===== config.mk =====
export PLATFORM = sky130hd
export DESIGN_NAME = unita_conv_ctrl
export DESIGN_NICKNAME = d
export VERILOG_FILES = /design/src/rtl/unita_ctrl_pkg.sv /design/src/rtl/unita_window_tracker.sv /design/src/rtl/unita_conv_ctrl.sv
export SDC_FILE = /design/constraint.sdc
export NUM_CORES = 1
export LEC_CHECK = 0
export CAP_MARGIN = 10
export CORE_ASPECT_RATIO = 1.2
export CORE_MARGIN = 4
export CORE_UTILIZATION = 40
export DETAILED_ROUTE_END_ITERATION = 8
export HOLD_SLACK_MARGIN = 0.03
export PLACE_DENSITY = 0.66
export SLEW_MARGIN = 20
export SYNTH_ARGS = -nofsm -noshare
export SYNTH_HDL_FRONTEND = slang
export SYNTH_SLANG_ARGS = --single-unit
export TNS_END_PERCENT = 1

===== constraint.sdc =====
create_clock -name clk -period 6.45 [get_ports clk]
set_input_delay 1.29 -clock clk [delete_from_list [all_inputs] [get_ports clk]]
set_output_delay 1.29 -clock clk [all_outputs]
set_load 0.03 [all_outputs]

===== src/rtl/unita_ctrl_pkg.sv =====
// Shared types and sizing helpers for the unitA_5 convolution controller.
// WIN and CEIL_DEPTH describe the default layer; instances re-derive them from their own parameters.
package unita_ctrl_pkg;

    typedef enum logic [2:0] {
        IDLE,
        LOAD_W,
        STREAM,
        DRAIN,
        NEXT,
        FINISH
    } state_t;

    // Ceiling division used for the per-unit depth share.
    function automatic int unsigned ceil_div(input int unsigned num, input int unsigned den);
        return (num + den - 1) / den;
    endfunction

    // Counter width able to hold 0..n-1, never narrower than one bit.
    function automatic int unsigned cnt_w(input int unsigned n);
        return (n > 1) ? $clog2(n) : 1;
    endfunction

    localparam int unsigned DEF_IFM_DEPTH       = 30;
    localparam int unsigned DEF_KERNAL_SIZE     = 5;
    localparam int unsigned DEF_NUMBER_OF_UNITS = 3;

    localparam int unsigned WIN        = DEF_KERNAL_SIZE * DEF_KERNAL_SIZE;
    localparam int unsigned CEIL_DEPTH = ceil_div(DEF_IFM_DEPTH, DEF_NUMBER_OF_UNITS);

endpackage


===== src/rtl/unita_window_tracker.sv =====
// Raster row/col tracker for one IFM slice; flags the beat that completes a KxK window
// and the final beat of the slice.
module unita_window_tracker
    import unita_ctrl_pkg::*;
#(
    parameter int unsigned IFM_SIZE    = 5,
    parameter int unsigned KERNAL_SIZE = 5,
    localparam int unsigned POS_W      = cnt_w(IFM_SIZE)
) (
    input  logic clk,
    input  logic reset,
    input  logic clear,
    input  logic beat,
    output logic win_done_c,
    output logic last_beat_c
);

    logic [POS_W-1:0] row;
    logic [POS_W-1:0] col;

    logic col_last;
    logic row_last;

    assign col_last = (col == POS_W'(IFM_SIZE - 1));
    assign row_last = (row == POS_W'(IFM_SIZE - 1));

    // A window is complete once both coordinates reach the kernel's bottom-right corner.
    assign win_done_c  = beat && (row >= POS_W'(KERNAL_SIZE - 1)) && (col >= POS_W'(KERNAL_SIZE - 1));
    assign last_beat_c = beat && row_last && col_last;

    always_ff @(posedge clk or posedge reset) begin
        if (reset) begin
            row <= '0;
            col <= '0;
        end else if (clear) begin
            row <= '0;
            col <= '0;
        end else if (beat) begin
            if (col_last) begin
                col <= '0;
                row <= row_last ? '0 : row + POS_W'(1);
            end else begin
                col <= col + POS_W'(1);
            end
        end
    end

endmodule


===== src/rtl/unita_conv_ctrl.sv =====
// Sequencer for one unitA_5 convolution unit: weight load, IFM stream, drain, per (filter, depth) slice.
// Optional UNITA_CTRL_PERF_EN adds perf_stall_cycles (STREAM cycles with ifm_valid low).
module unita_conv_ctrl
    import unita_ctrl_pkg::*;
#(
    parameter int unsigned IFM_SIZE          = 5,
    parameter int unsigned IFM_DEPTH         = 30,
    parameter int unsigned KERNAL_SIZE       = 5,
    parameter int unsigned NUMBER_OF_FILTERS = 100,
    parameter int unsigned NUMBER_OF_UNITS   = 3,
    parameter int unsigned CONV_LATENCY      = 4,
    localparam int unsigned C_DEPTH          = ceil_div(IFM_DEPTH, NUMBER_OF_UNITS),
    localparam int unsigned K_WIN            = KERNAL_SIZE * KERNAL_SIZE,
    localparam int unsigned ADDRESS_SIZE_WM  = cnt_w(K_WIN * NUMBER_OF_FILTERS * C_DEPTH),
    localparam int unsigned FILTER_W         = cnt_w(NUMBER_OF_FILTERS),
    localparam int unsigned DEPTH_W          = cnt_w(C_DEPTH),
    localparam int unsigned RD_W             = cnt_w(K_WIN + 1)
) (
    input  logic                       clk,
    input  logic                       reset,
    input  logic                       start,
    output logic                       busy,
    output logic                       done,
    input  logic                       ifm_valid,
    output logic                       ifm_ready,
    output logic                       fifo_enable,
    output logic                       wm_enable_read,
    output logic                       wm_enable_write,
    output logic [ADDRESS_SIZE_WM-1:0] wm_address,
    output logic                       wm_fifo_enable,
    output logic                       conv_enable,
    output logic                       out_valid,
    output logic [FILTER_W-1:0]        filter_idx,
    output logic [DEPTH_W-1:0]         depth_idx
`ifdef UNITA_CTRL_PERF_EN
    ,
    output logic [31:0]                perf_stall_cycles
`endif
);

    state_t state;
    state_t state_nxt;

    logic                       restart;
    logic                       rd_issue;
    logic                       last_slice;
    logic                       pipe_empty;
    logic                       win_done_c;
    logic                       last_beat_c;
    logic [RD_W-1:0]            rd_cnt;
    logic [ADDRESS_SIZE_WM-1:0] next_addr;
    logic [CONV_LATENCY-1:0]    ov_pipe;

    assign wm_enable_write = 1'b0;
    assign fifo_enable     = ifm_valid & ifm_ready;
    assign out_valid       = ov_pipe[CONV_LATENCY-1];

    assign last_slice = (filter_idx == FILTER_W'(NUMBER_OF_FILTERS - 1)) &&
                        (depth_idx == DEPTH_W'(C_DEPTH - 1));
    assign pipe_empty = !conv_enable && (ov_pipe == '0);

    unita_window_tracker #(
        .IFM_SIZE    (IFM_SIZE),
        .KERNAL_SIZE (KERNAL_SIZE)
    ) u_window_tracker (
        .clk         (clk),
        .reset       (reset),
        .clear       (restart),
        .beat        (fifo_enable),
        .win_done_c  (win_done_c),
        .last_beat_c (last_beat_c)
    );

    always_ff @(posedge clk or posedge reset) begin
        if (reset) begin
            state <= IDLE;
        end else begin
            state <= state_nxt;
        end
    end

    // Next state plus the read-issue strobe; the first read of a slice is issued on LOAD_W entry.
    always_comb begin
        state_nxt = state;
        restart   = 1'b0;
        rd_issue  = 1'b0;
        case (state)
            IDLE: begin
                if (start) begin
                    state_nxt = LOAD_W;
                    restart   = 1'b1;
                    rd_issue  = 1'b1;
                end
            end
            LOAD_W: begin
                if (wm_enable_read && (rd_cnt != RD_W'(K_WIN))) begin
                    rd_issue = 1'b1;
                end
                if (wm_fifo_enable && !wm_enable_read) begin
                    state_nxt = STREAM;
                end
            end
            STREAM: begin
                if (last_beat_c) begin
                    state_nxt = DRAIN;
                end
            end
            DRAIN: begin
                if (pipe_empty) begin
                    state_nxt = NEXT;
                end
            end
            NEXT: begin
                if (last_slice) begin
                    state_nxt = FINISH;
                end else begin
                    state_nxt = LOAD_W;
                    rd_issue  = 1'b1;
                end
            end
            FINISH: begin
                state_nxt = IDLE;
            end
            default: begin
                state_nxt = IDLE;
            end
        endcase
    end

    // Status outputs are registered decodes of the next state.
    always_ff @(posedge clk or posedge reset) begin
        if (reset) begin
            busy      <= 1'b0;
            done      <= 1'b0;
            ifm_ready <= 1'b0;
        end else begin
            busy      <= (state_nxt != IDLE) && (state_nxt != FINISH);
            done      <= (state_nxt == FINISH);
            ifm_ready <= (state_nxt == STREAM);
        end
    end

    // Slices are visited in address order, so the weight address simply keeps counting across slices.
    always_ff @(posedge clk or posedge reset) begin
        if (reset) begin
            wm_enable_read <= 1'b0;
            wm_fifo_enable <= 1'b0;
            wm_address     <= '0;
            next_addr      <= '0;
            rd_cnt         <= '0;
        end else begin
            wm_enable_read <= rd_issue;
            wm_fifo_enable <= wm_enable_read;
            if (rd_issue) begin
                wm_address <= restart ? '0 : next_addr;
                next_addr  <= restart ? ADDRESS_SIZE_WM'(1) : next_addr + ADDRESS_SIZE_WM'(1);
                rd_cnt     <= (state == LOAD_W) ? rd_cnt + RD_W'(1) : RD_W'(1);
            end
        end
    end

    always_ff @(posedge clk or posedge reset) begin
        if (reset) begin
            filter_idx <= '0;
            depth_idx  <= '0;
        end else if (restart) begin
            filter_idx <= '0;
            depth_idx  <= '0;
        end else if ((state == NEXT) && !last_slice) begin
            if (depth_idx == DEPTH_W'(C_DEPTH - 1)) begin
                depth_idx  <= '0;
                filter_idx <= filter_idx + FILTER_W'(1);
            end else begin
                depth_idx  <= depth_idx + DEPTH_W'(1);
            end
        end
    end

    // conv_enable trails the window-completing beat by one cycle; out_valid trails it by CONV_LATENCY.
    always_ff @(posedge clk or posedge reset) begin
        if (reset) begin
            conv_enable <= 1'b0;
            ov_pipe     <= '0;
        end else begin
            conv_enable <= win_done_c;
            ov_pipe[0]  <= conv_enable;
            for (int i = 1; i < CONV_LATENCY; i++) begin
                ov_pipe[i] <= ov_pipe[i-1];
            end
        end
    end

`ifdef UNITA_CTRL_PERF_EN
    always_ff @(posedge clk or posedge reset) begin
        if (reset) begin
            perf_stall_cycles <= '0;
        end else if (restart) begin
            perf_stall_cycles <= '0;
        end else if ((state == STREAM) && !ifm_valid && (perf_stall_cycles != '1)) begin
            perf_stall_cycles <= perf_stall_cycles + 32'd1;
        end
    end
`endif

endmodule

==> impl_metrics.tcl <==
set metrics [dict create \
    detail_route.iter0.violations 119 \
    grt_pass1_wl_mm 12.0 \
    synth-edff-count 0 \
    place_hpwl_mm 4.40 \
    max_cap_violations 0 \
    cts-htree-levels 3 \
    final-hold-violation-count 0 \
    grt_use_met1_pct 19.1 \
    timing.critical_path.mode_cell "sky130_fd_sc_hd__clkdlybuf4s50_1" \
    cts_tree "done" \
    design.portCount 39 \
    grt_antenna_before_repair 0 \
    setup_viol 0 \
    drt_pre_antenna_iters 4 \
    worstSkewPairLatency_ns 0.34 \
    dieWidth_um 90.9 \
    vias_per_cell 5.63 \
    predominant_post_synthesis_flop_cell "sky130_fd_sc_hd__dfrtp_1" \
    synth_top_family_by_area "simple AND/OR/NAND/NOR gates" \
    skew_ns 0.00705 \
    avgSynthCellArea_um2 10.2 \
    worst-setup-path-type "in -> out" \
    die_y_um 107 \
    worst-path-buf-inv 3 \
    routed_wirelength_mm 6.99 \
    power.density_cell_area_nw_per_um2 369 \
    maximum_number_of_pins_on_one_net_before_global_route_repair 66 \
    final_layout_size_suffix_gt1_share_pct 12.5 \
    syn-num-nets 334 \
    cts-buffers-inserted 9 \
    synth_compound_gate_area_share_pct 14.6 \
    synth_xor_area_share_pct 1.59 \
    clock.fmax_mhz 251 \
    crit_path_top_delay_cell "sky130_fd_sc_hd__clkdlybuf4s50_1" \
    port-buffer-count 37 \
    status "complete, no violations" \
    post_synth_and_or_nand_nor_area_fraction_pct 20.7 \
    worstPathRequired_ns 5.16 \
    coreArea_um2 8060 \
    min_period_ns 3.98 \
    post_cts_buffers 0 \
    groute.layer.met2.usage_pct 25.8 \
    clk_path_buf_depth 2 \
    syn-cell-area_um2 3300 \
    grt_setup_unrepaired "no" \
    finalWeightedCongestion 0.795 \
    clk_pin_slew_ns 0.08 \
    async_flop_share_pct 100 \
    vias_in_the_first_global_route 2479 \
    fp-row-count 36 \
    cts_num_sinks 65 \
    wl_per_cell_um 15.4 \
    timing.hold.worst.class "reg -> reg" \
    worstMarginPinSlew_ns 0.912 \
    global_route.overflow_total 0 \
    timing.critical_path.to_type "primary output" \
    yosys_warnings 0 \
    floorplan.die_area_um2 9760 \
    design.final.nets 367 \
    post_route_drc_violation_count 0 \
    fin_setup_tns_ns 0 \
    worst_slew_margin_rel_pct 39.2 \
    globalRouteMet3Util_pct 3.01 \
    grt.busiest_layer "met2" \
    muxShareOfSynthArea_pct 5.50 \
    syn2layout_area_growth_pct 20.0 \
    insertedDiodeCount 0 \
    cpLargestDelayFamily "buffers and inverters" \
    synthDistinctLibCells 57 \
    netlist_instances 322 \
    synth-seq-area-share_pct 49.3 \
    synth_fa_ha_area_share_pct 3.04 \
    route.vias.total 2561 \
    critical_path.cell_chain "clkdlybuf4s50_1 -> nand2_1 -> inv_1 -> clkdlybuf4s50_1" \
    clock_tree.root_cell "sky130_fd_sc_hd__clkbuf_8" \
    floorplan.initialDensity_pct 40.9 \
    ir_drop_v 0.000193 \
    ctsHoldBuffers 0 \
    fill_cells 736 \
    grt_use_total_pct 15.3 \
    finalCritPeriodShare_pct 61.8 \
    arrival_ns 2.69 \
    timing.critical_path.fanout_max 4 \
    yosys_register_bits 65 \
    cts_resized 0 \
    timing.final.max_slew_violations 0 \
    critical_path.max_stage_delay_ns 0.69 \
    crit_path_start_kind "input pin" \
    finalPower_mw 1.46 \
    total_leakage_power_nw 1.71 \
    final_antenna_net_count 0 \
]
==> worst register-to-register path, stage by stage (launching register included) <==
cell                        delay, ns
sky130_fd_sc_hd__dfrtp_1         0.49
sky130_fd_sc_hd__and4bb_2        0.41
sky130_fd_sc_hd__nand2_1         0.54
sky130_fd_sc_hd__a2111oi_0       0.75
sky130_fd_sc_hd__mux2i_1         0.24
==> stage by stage <==
step / setup slack [ns] / util [%] / area [um^2] / std cells / hold WS, ns
finish: 2.47 / 49.1 / 3960 / 455 / 0.378
global route: 2.41 / 49.1 / 3960 / 455 / 0.390
CTS: 2.46 / 48.9 / 3950 / 454 / 0.379
detailed placement: 2.47 / 45.8 / 3690 / 438 / 0.361
global placement: 2.51 / 45.8 / 3690 / 438 / 0.351
floorplan: 3.52 / - / 3300 / 322 / 0.346
==> registers in the layout, indices dropped and copies added (netlist names) <==
register              cells
u_window_tracker.row      3
conv_enable               1
rd_cnt                    5
next_addr                15
done                      1
state                     3
u_window_tracker.col      3
wm_address               15
busy                      1
ov_pipe                   4
ifm_ready                 1
wm_enable_read            1
depth_idx                 4
wm_fifo_enable            1
filter_idx                7
==> final cells by class <==
cell class	count	area [um^2]	area share, %
Sequential cell	65	1630	41.1
Timing Repair Buffer	41	404	10.2
Multi-Input combinational cell	225	1510	38.1
Inverter	13	48.8	1.23
Tap cell	95	119	3.00
Clock inverter	6	114	2.88
Clock buffer	10	138	3.48
==> kinds of logic (layout without fill, tap and decap cells) <==
logic type,Yosys count,in the layout
compound gates,73,73
xor+xnor,6,6
fa+ha+maj,8,8
buf+inv,32,70
flops,65,65
mux,18,18
other cells,1,1
simple gates,119,119
==> placed cells by master, fill, tap and decap left out, types with 3 or more instances in the layout <==
| master | count |
|---|---|
| sky130_fd_sc_hd__a21oi_1 | 23 |
| sky130_fd_sc_hd__and2_1 | 3 |
| sky130_fd_sc_hd__and3_1 | 3 |
| sky130_fd_sc_hd__buf_4 | 3 |
| sky130_fd_sc_hd__bufinv_16 | 3 |
| sky130_fd_sc_hd__clkbuf_8 | 10 |
| sky130_fd_sc_hd__clkdlybuf4s50_1 | 37 |
| sky130_fd_sc_hd__dfrtp_1 | 65 |
| sky130_fd_sc_hd__ha_1 | 8 |
| sky130_fd_sc_hd__inv_1 | 12 |
| sky130_fd_sc_hd__mux2i_1 | 17 |
| sky130_fd_sc_hd__nand2_1 | 27 |
| sky130_fd_sc_hd__nand3_1 | 21 |
| sky130_fd_sc_hd__nand4_1 | 9 |
| sky130_fd_sc_hd__nor2_1 | 13 |
| sky130_fd_sc_hd__nor3_1 | 3 |
| sky130_fd_sc_hd__o2111ai_1 | 3 |
| sky130_fd_sc_hd__o211ai_1 | 6 |
| sky130_fd_sc_hd__o21ai_0 | 20 |
| sky130_fd_sc_hd__or2_2 | 10 |
| sky130_fd_sc_hd__or4_1 | 7 |
| sky130_fd_sc_hd__xor2_1 | 4 |
==> path summary, 6_finish.rpt <==
kind	from	end	slack (ns)	cells past startpoint
min	ov_pipe[0]	ov_pipe[1]	0.38	0
min in group asynchronous	reset	wm_fifo_enable	1.50	3
max	ifm_valid	fifo_enable	2.47	4
max in group asynchronous	reset	next_addr[12]	4.41	3
max reg2reg	state[1]	next_addr[14]	3.94	4
min reg2reg	ov_pipe[0]	ov_pipe[1]	0.38	0
==> where the power goes <==
part	switching, mW	total (mW)	internal (mW)	leakage, nW
sequential	0.0935	0.590	0.496	0.804
combinational	0.248	0.435	0.188	0.787
clock	0.167	0.436	0.269	0.119
total	0.508	1.46	0.953	1.71
==> Yosys cell counts (all sizes together) (4+ instances only) <==
cell type | count | area, um^2
a21oi | 25 | 133
buf | 11 | 91.3
clkbuf | 8 | 30.0
dfrtp | 65 | 1630
ha | 8 | 100
inv | 13 | 48.8
mux2i | 17 | 170
nand2 | 27 | 101
nand3 | 22 | 115
nand4 | 9 | 56.3
nor2 | 13 | 48.8
o211ai | 7 | 57.6
o21ai | 23 | 123
or2 | 10 | 62.6
or4 | 7 | 52.6
xor2 | 4 | 35.0
==> metal layers <==
layer	vias to the layer above	share of wire, %
li1	1238	-
met1	1263	45
met2	49	50
met3	11	3.5
met4	0	1.7
met5	-	0
Power figures use the tool's default switching activity.
